`config.mk`:
```
export PLATFORM = sky130hd
export DESIGN_NAME = jogo_sequencia
export DESIGN_NICKNAME = d
export VERILOG_FILES = /design/src/rtl/jogo_sequencia.sv
export SDC_FILE = /design/constraint.sdc
export NUM_CORES = 1
export LEC_CHECK = 0
export ABC_AREA = 1
export BUFFER_PORTS_ARGS = -buffer_cell sky130_fd_sc_hd__buf_2
export CORE_UTILIZATION = 45
export CTS_CLUSTER_DIAMETER = 150
export DETAILED_ROUTE_END_ITERATION = 8
export HOLD_SLACK_MARGIN = 0.08
export PLACE_DENSITY = 0.73
export SETUP_SLACK_MARGIN = 0.2
export SKIP_CTS_REPAIR_TIMING = 1
export SLEW_MARGIN = 10
export SYNTH_ARGS = -nofsm -noshare
export SYNTH_HDL_FRONTEND = slang
export SYNTH_SLANG_ARGS = --single-unit
```
`constraint.sdc`:
```
create_clock -name clock -period 2.1 [get_ports clock]
set_input_delay 0.42 -clock clock [delete_from_list [all_inputs] [get_ports clock]]
set_output_delay 0.42 -clock clock [all_outputs]
set_load 0.005 [all_outputs]
```
`src/rtl/jogo_sequencia.sv`:
```
// jogo_sequencia: sequence-memory game. The player must reproduce a stored
// sequence of DEPTH one-hot moves on N_BOTOES buttons.
// Optional per-move timeout: define JOGO_SEQUENCIA_TIMEOUT_EN to enable it.
module jogo_sequencia #(
  parameter int unsigned N_BOTOES = 4,
  parameter int unsigned DEPTH    = 16,
  parameter int unsigned TIMEOUT  = 5000,
  localparam int unsigned AW      = (DEPTH > 1) ? $clog2(DEPTH) : 1
) (
  input  logic                clock,
  input  logic                reset,
  input  logic                iniciar,
  input  logic [N_BOTOES-1:0] chaves,
  input  logic                wr_en,
  input  logic [AW-1:0]       wr_addr,
  input  logic [N_BOTOES-1:0] wr_data,
  output logic                acertou,
  output logic                errou,
  output logic                pronto,
  output logic [N_BOTOES-1:0] leds,
  output logic [3:0]          db_estado,
  output logic [AW-1:0]       db_contagem,
  output logic [N_BOTOES-1:0] db_memoria,
  output logic [N_BOTOES-1:0] db_jogada,
  output logic                db_igual,
  output logic                db_tem_jogada,
  output logic                db_timeout
);

  localparam int unsigned TW = (TIMEOUT > 1) ? $clog2(TIMEOUT) : 1;

`ifdef JOGO_SEQUENCIA_TIMEOUT_EN
  localparam bit TIMEOUT_EN = 1'b1;
`else
  localparam bit TIMEOUT_EN = 1'b0;
`endif

  typedef enum logic [3:0] {
    INICIAL     = 4'h0,
    PREPARACAO  = 4'h1,
    ESPERA      = 4'h2,
    REGISTRA    = 4'h3,
    COMPARA     = 4'h4,
    PROXIMO     = 4'h5,
    FIM_ACERTO  = 4'hA,
    FIM_TIMEOUT = 4'hD,
    FIM_ERRO    = 4'hE
  } estado_t;

  estado_t             estado_q, estado_d;
  logic [AW-1:0]       cont_q, cont_d;
  logic [N_BOTOES-1:0] jogada_q, jogada_d;
  logic [TW-1:0]       timer_q, timer_d;
  logic                tecla_q;
  logic                acertou_q, acertou_d;
  logic                errou_q, errou_d;
  logic                pronto_q, pronto_d;
  logic                timeout_q, timeout_d;

  logic [N_BOTOES-1:0] mem_q [DEPTH];
  logic [N_BOTOES-1:0] mem_rd_c;
  logic                tem_jogada_c;
  logic                igual_c;
  logic                em_fim_c;
  logic                wr_ok_c;

  assign mem_rd_c     = mem_q[cont_q];
  assign tem_jogada_c = (|chaves) & ~tecla_q;
  assign igual_c      = (jogada_q == mem_rd_c);
  assign em_fim_c     = (estado_q == FIM_ACERTO) || (estado_q == FIM_ERRO) ||
                        (estado_q == FIM_TIMEOUT);
  assign wr_ok_c      = wr_en && !reset && (em_fim_c || (estado_q == INICIAL));

  // Sequence memory: writable only while no game is in progress; never reset.
  always_ff @(posedge clock) begin
    if (wr_ok_c) begin
      mem_q[wr_addr] <= wr_data;
    end
  end

  // Next-state, datapath updates and outcome flags (flags follow the current state).
  always_comb begin
    estado_d  = estado_q;
    cont_d    = cont_q;
    jogada_d  = jogada_q;
    timer_d   = '0;
    acertou_d = (estado_q == FIM_ACERTO);
    errou_d   = (estado_q == FIM_ERRO) || (estado_q == FIM_TIMEOUT);
    pronto_d  = em_fim_c;
    timeout_d = TIMEOUT_EN && (estado_q == FIM_TIMEOUT);

    unique case (estado_q)
      INICIAL, FIM_ACERTO, FIM_ERRO, FIM_TIMEOUT: begin
        if (iniciar) estado_d = PREPARACAO;
      end
      PREPARACAO: begin
        cont_d   = '0;
        jogada_d = '0;
        estado_d = ESPERA;
      end
      ESPERA: begin
        if (TIMEOUT_EN) timer_d = timer_q + TW'(1);
        // A move wins over a timeout expiring in the same cycle.
        if (tem_jogada_c) begin
          estado_d = REGISTRA;
        end else if (TIMEOUT_EN && (timer_q == TW'(TIMEOUT - 1))) begin
          estado_d = FIM_TIMEOUT;
        end
      end
      REGISTRA: begin
        jogada_d = chaves;
        estado_d = COMPARA;
      end
      COMPARA: begin
        if (!igual_c || !$onehot(jogada_q)) begin
          estado_d = FIM_ERRO;
        end else if (cont_q == AW'(DEPTH - 1)) begin
          estado_d = FIM_ACERTO;
        end else begin
          estado_d = PROXIMO;
        end
      end
      PROXIMO: begin
        cont_d   = cont_q + AW'(1);
        estado_d = ESPERA;
      end
      default: estado_d = INICIAL;
    endcase
  end

  // State, datapath and output registers with synchronous reset.
  always_ff @(posedge clock) begin
    if (reset) begin
      estado_q  <= INICIAL;
      cont_q    <= '0;
      jogada_q  <= '0;
      timer_q   <= '0;
      tecla_q   <= 1'b0;
      acertou_q <= 1'b0;
      errou_q   <= 1'b0;
      pronto_q  <= 1'b0;
      timeout_q <= 1'b0;
    end else begin
      estado_q  <= estado_d;
      cont_q    <= cont_d;
      jogada_q  <= jogada_d;
      timer_q   <= timer_d;
      tecla_q   <= |chaves;
      acertou_q <= acertou_d;
      errou_q   <= errou_d;
      pronto_q  <= pronto_d;
      timeout_q <= timeout_d;
    end
  end

  assign acertou       = acertou_q;
  assign errou         = errou_q;
  assign pronto        = pronto_q;
  assign leds          = jogada_q;
  assign db_estado     = estado_q;
  assign db_contagem   = cont_q;
  assign db_memoria    = mem_rd_c;
  assign db_jogada     = jogada_q;
  assign db_igual      = igual_c;
  assign db_tem_jogada = tem_jogada_c;
  assign db_timeout    = timeout_q;

endmodule

```
# Yosys cells after proc, flatten, opt, wreduce, memory -nomap -nowiden
# Memory sizes are Yosys's and may differ from the RTL's. A register that Yosys moved wholly into a read port is not among the register bits.
# Cells that the tools add are included.
# op_classes
add_sub_neg	4
mul	0
n_div	0
n_lt_le_gt_ge	0
eq_ne	13
shifts	0
muxes	11
n_bitwise	2
n_reduce_logical	17
# op_table
operator	count
2-to-1 mux 4 bit	6
case mux 4 bit (5 select lines)	1
== test 4 bit (second input constant)	4
case mux 4 bit (2 select lines)	2
== test 4 x 2 -> 1 bit (second input constant)	2
== test 4 x 3 -> 1 bit (second input constant)	2
OR reduction 4 bit	2
logical OR 1 bit	5
adder 1 x 1 -> 2 bit	2
adder 4 x 1 -> 4 bit (second input constant)	1
== test 4 x 1 -> 1 bit (second input constant)	1
== test 4 bit	1
zero test 4 bit	1
inequality test 2 bit (second input constant)	2
nonzero test 2 bit	2
adder 2 x 2 -> 3 bit	1
== test 3 x 1 -> 1 bit (second input constant)	1
zero test 1 bit	3
logical AND 1 bit	2
2-to-1 mux 1 bit	2
AND reduction 2 bit	1
OR reduction 2 bit	1
AND 1 bit	1
NOT 1 bit	1
# word_totals
ff_bits	16
latchBits	0
ramBits	64
romBits	0
in_bits	16
output_inout_bits	26
n_memories	1
# memory_table
name	words	width	rd	rd_clocked_by_memory_dff	write_ports	line_no	text
mem_q	16	4	1	1	1	60	logic [N_BOTOES-1:0] mem_q [DEPTH];

# Longest topological paths before layout
# logic_depth
word_depth	7
depth_mapped	16
ltp_nobuf	14

# Worst setup path before layout
# Ideal clock, no wire load.
# synth_timing
path_kind	register -> register
startpoint	register jogada_q[0], in the netlist db_jogada[0]
endpoint	register estado_q[1], in the netlist db_estado[1]
arrival_time_ns	1.879
path_slack_ns	0.089
path_stages_with_launch	12
n_path_buf	0
period_less_slack_ns	2.011
path_cell_list	dfxtp_1 > inv_1 > fa_1 > inv_1 > ha_1 > ha_1 > nor2_1 > nand2_1 > inv_1 > nand4_1 > nand2_1 > a21oi_1
# synth_via
elab_chain_len	7
elab_cells_between_ends	9
classes_between	add/sub: 2; eq/ne: 2; mux: 2; reduce/logical: 3
# synth_rtl
element	line_no	text
from (decl)	52	logic [N_BOTOES-1:0] jogada_q, jogada_d;
from (signal assigned)	146	jogada_q <= jogada_d;
adder 1 x 1 -> 2 bit (not written as such)	115	if (!igual_c || !$onehot(jogada_q)) begin
adder 2 x 2 -> 3 bit (not written as such)	115	
== test 3 x 1 -> 1 bit	115	
zero test 1 bit	115	
logical OR 1 bit (*)	115	
2-to-1 mux 4 bit (*)	115	
case mux 4 bit (5 select lines) (*)	92	unique case (estado_q)
to (signal assigned)	144	estado_q <= estado_d;
to (decl)	50	estado_t estado_q, estado_d;
# Mark *: on every way between the ends. The rest lies on a longest branch, timed or not.
# A chain may end at the register's enable or synchronous reset.

==> flow_summary.yaml <==
logic_synthesis:
  synth.avg_cell_area_sq_um: 9.24
  ys_seq_area_share_pct: 59.9
  synth_top_area_share_pct: 49.5
  synth_ff_type: "edfxtp_1"
  syn_nets: 440
  async_reset_ff_share_pct: 0
  synthCells: 420
  synth_area_sq_mm: 0.00388
  ys_warn_count: 0
  ys_ff_latch: 84
  synth_edf_count: 64
  netlist_top_cells_area: "edfxtp_1 50%, nand2_1 12%, dfxtp_1 10%"
  yosysTopAreaCell: "edfxtp_1"
  yosysUniqueCellTypes: 34
cts:
  cts_buffers: 9
  cts_tree: "done"
  clk_latency_ns: 0.36
  cts.sinks: 84
  path_clk_slew_ns: 0.09
  root_buffer: "clkbuf_8"
  cts_max_path_buffers: 2
  cts-htree-levels: 3
sta:
  drv_slew: 0
  hold_viol: 0
  maxClockFrequency_ghz: 0.431
  setup_viol: 1
  fin_crit_sh_pct: 110
  layout_setup_ws_ns: -0.220
  fin_skew_ns: 0.0101
  rsz0062_at_grt: "yes"
  period_needed_ns: 2.32
  setup_tns_ns: -0.220
critical_path:
  critPathMaxFanout: 8
  crit_type: "reg -> out"
  critPathArrivalTime_ns: 1.90
  required_ns: 1.68
  critPathLaunchType: "flip-flop"
  end_kind: "output pin"
floorplanning:
  die_x_um: 94.9
  io-pin-count: 42
  coreArea_sq_mm: 0.00830
  dieHeight_um: 94.9
  initial_utilization_pct: 46.8
  fp-row-count: 33
  die_area_sq_mm: 0.00900
finish:
  design_area_sq_mm: 0.00472
  num_antenna_cells: 0
  fillCellCount: 681
  drive_above_1_share_pct: 30.4
  final_net_count: 485
  area_growth_pct: 21.6
place:
  place_ws_ns: 0.0584
  post_dp_cell_area_sq_mm: 0.00415
  dp_hpwl_mm: 5.53
  portBuffers: 40
  routabilityCongestion: 0.847
power_and_ir_drop:
  pwr_density_cell_mw_per_mm2: 749
  p_leak_nw: 1.94
  peakVddDrop_mv: 0.558
  power_mw: 3.53
grt:
  grt_overflow: 0
  grt_pass1_vias: 2611
  antenna_found_initial: 0
  track_usage_pct: 18.9
  grt_max_degree: 35
  grt_pass1_wl_mm: 12.6
drt:
  vias_per_cell: 5.07
  wl_mm: 8.47
  drc: 0
  drtAntennaViolNets: 0
  firstDrtPassIters: 4
  drtIter0Drc: 200
  vias: 2914
  wl_per_cell_um: 14.7
hold_path:
  hp-class: "in -> reg"
status:
  status: "finished with violations"
  violations: "negative setup slack"
run:
  drv_cap: 0
-- registers in the layout, summed over array words and instances, names as in the netlist, named ones only --
register     flops
mem_q           64
db_contagem      4
db_estado        4
db_jogada        4
acertou          1
errou            1
pronto           1
tecla_q          1
-- worst max-delay path: stages (launching register included) --
cell and delay, ns:
dfxtp_4 0.46, clkbuf_16 0.19, nand2_1 0.05, nand2_1 0.06
nand2_1 0.08, nand3_2 0.07, nand3_2 0.08, nand3_1 0.11
nand2_2 0.07, nor2_4 0.13, nand2_2 0.07, inv_1 0.06
buf_2 0.10
-- metal layers --
metal	global-route usage (%)	part of all wire (%)	vias to the layer above
met1	24.3	43	1354
met4	7.95	0.92	0
met5	0	0	-
li1	-	-	1440
met3	4.43	6.5	10
met2	30.6	49	110
-- where the power goes --
| part | leakage [nW] | internal [mW] | total [mW] | switching (mW) |
|---|---|---|---|---|
| combinational | 1.10 | 0.165 | 0.468 | 0.303 |
| sequential | 0.743 | 1.83 | 1.87 | 0.0461 |
| clock | 0.103 | 0.568 | 1.19 | 0.623 |
| total | 1.94 | 2.56 | 3.53 | 0.972 |
-- cell usage in the layout (no fill, tap or decap), types with 2 or more instances in the layout --
cell	count
nand2_1	121
edfxtp_1	64
inv_1	55
buf_2	39
nand3_1	32
nand3_2	16
nor2_4	15
nor2_1	13
nand2_2	11
dfxtp_1	11
a21oi_1	10
clkbuf_8	9
nor2_2	7
inv_2	6
buf_4	6
dfxtp_2	5
dfxtp_4	4
buf_6	4
nand3_4	3
o21ai_0	3
nor3_1	3
inv_6	3
inv_8	2
inv_4	2
o211ai_1	2
a221oi_1	2
nand4_1	2
ha_4	2
clkbuf_16	2
-- synth_stat cells, types with 2 or more instances --
master	instances
o211ai_1	2
nand2_1	127
ha_1	3
buf_4	10
buf_6	3
nand3_1	47
nand2_2	5
o21ai_0	3
nor3_1	3
edfxtp_1	64
a221oi_1	2
nand3_2	4
nand4_1	2
dfxtp_1	20
nor2_1	32
nor2_4	2
buf_2	2
clkbuf_1	2
inv_4	2
inv_1	61
a21oi_1	11
-- cells by family (layout without fill, tap and decap cells) --
group / Yosys count / count (layout) / share of synthesized area, %
AO/OA/AOI/OAI: 23 / 23 / 3.55
adder cells (fa/ha/maj): 4 / 4 / 1.48
buffers and inverters: 82 / 132 / 9.77
flip-flops: 84 / 84 / 59.9
other: 1 / 1 / 0.0967
AND/OR/NAND/NOR: 226 / 226 / 25.3
-- stage by stage --
| step | util, % | instances | hold WS, ns |
|---|---|---|---|
| finish | 56.9 | 575 | 0.316 |
| global route | 56.9 | 575 | 0.315 |
| CTS | 52.4 | 570 | 0.305 |
| detailed placement | 50.0 | 554 | 0.495 |
| global placement | 50.0 | 554 | 0.487 |
| floorplan | - | 420 | 0.476 |
-- worst paths after layout --
check                from  slack (ns)  depth (start not counted)      endpoint
max             flip-flop       -0.22                         12      db_igual
min             chaves[3]        0.32                          3       tecla_q
max reg2reg  db_jogada[1]        0.11                         11  db_estado[1]
min reg2reg  db_estado[2]        0.49                          1       acertou
-- cell type report --
type / instances / area (sq um) / area share [%]
sequential: 84 / 2340 / 49.7
multi-input combinational: 254 / 1430 / 30.4
timing repair buffer: 52 / 355 / 7.53
inverter: 64 / 253 / 5.36
tap: 105 / 131 / 2.78
clock buffer: 9 / 124 / 2.62
clock inverter: 7 / 80.1 / 1.70
Power figures use the tool's default switching activity.
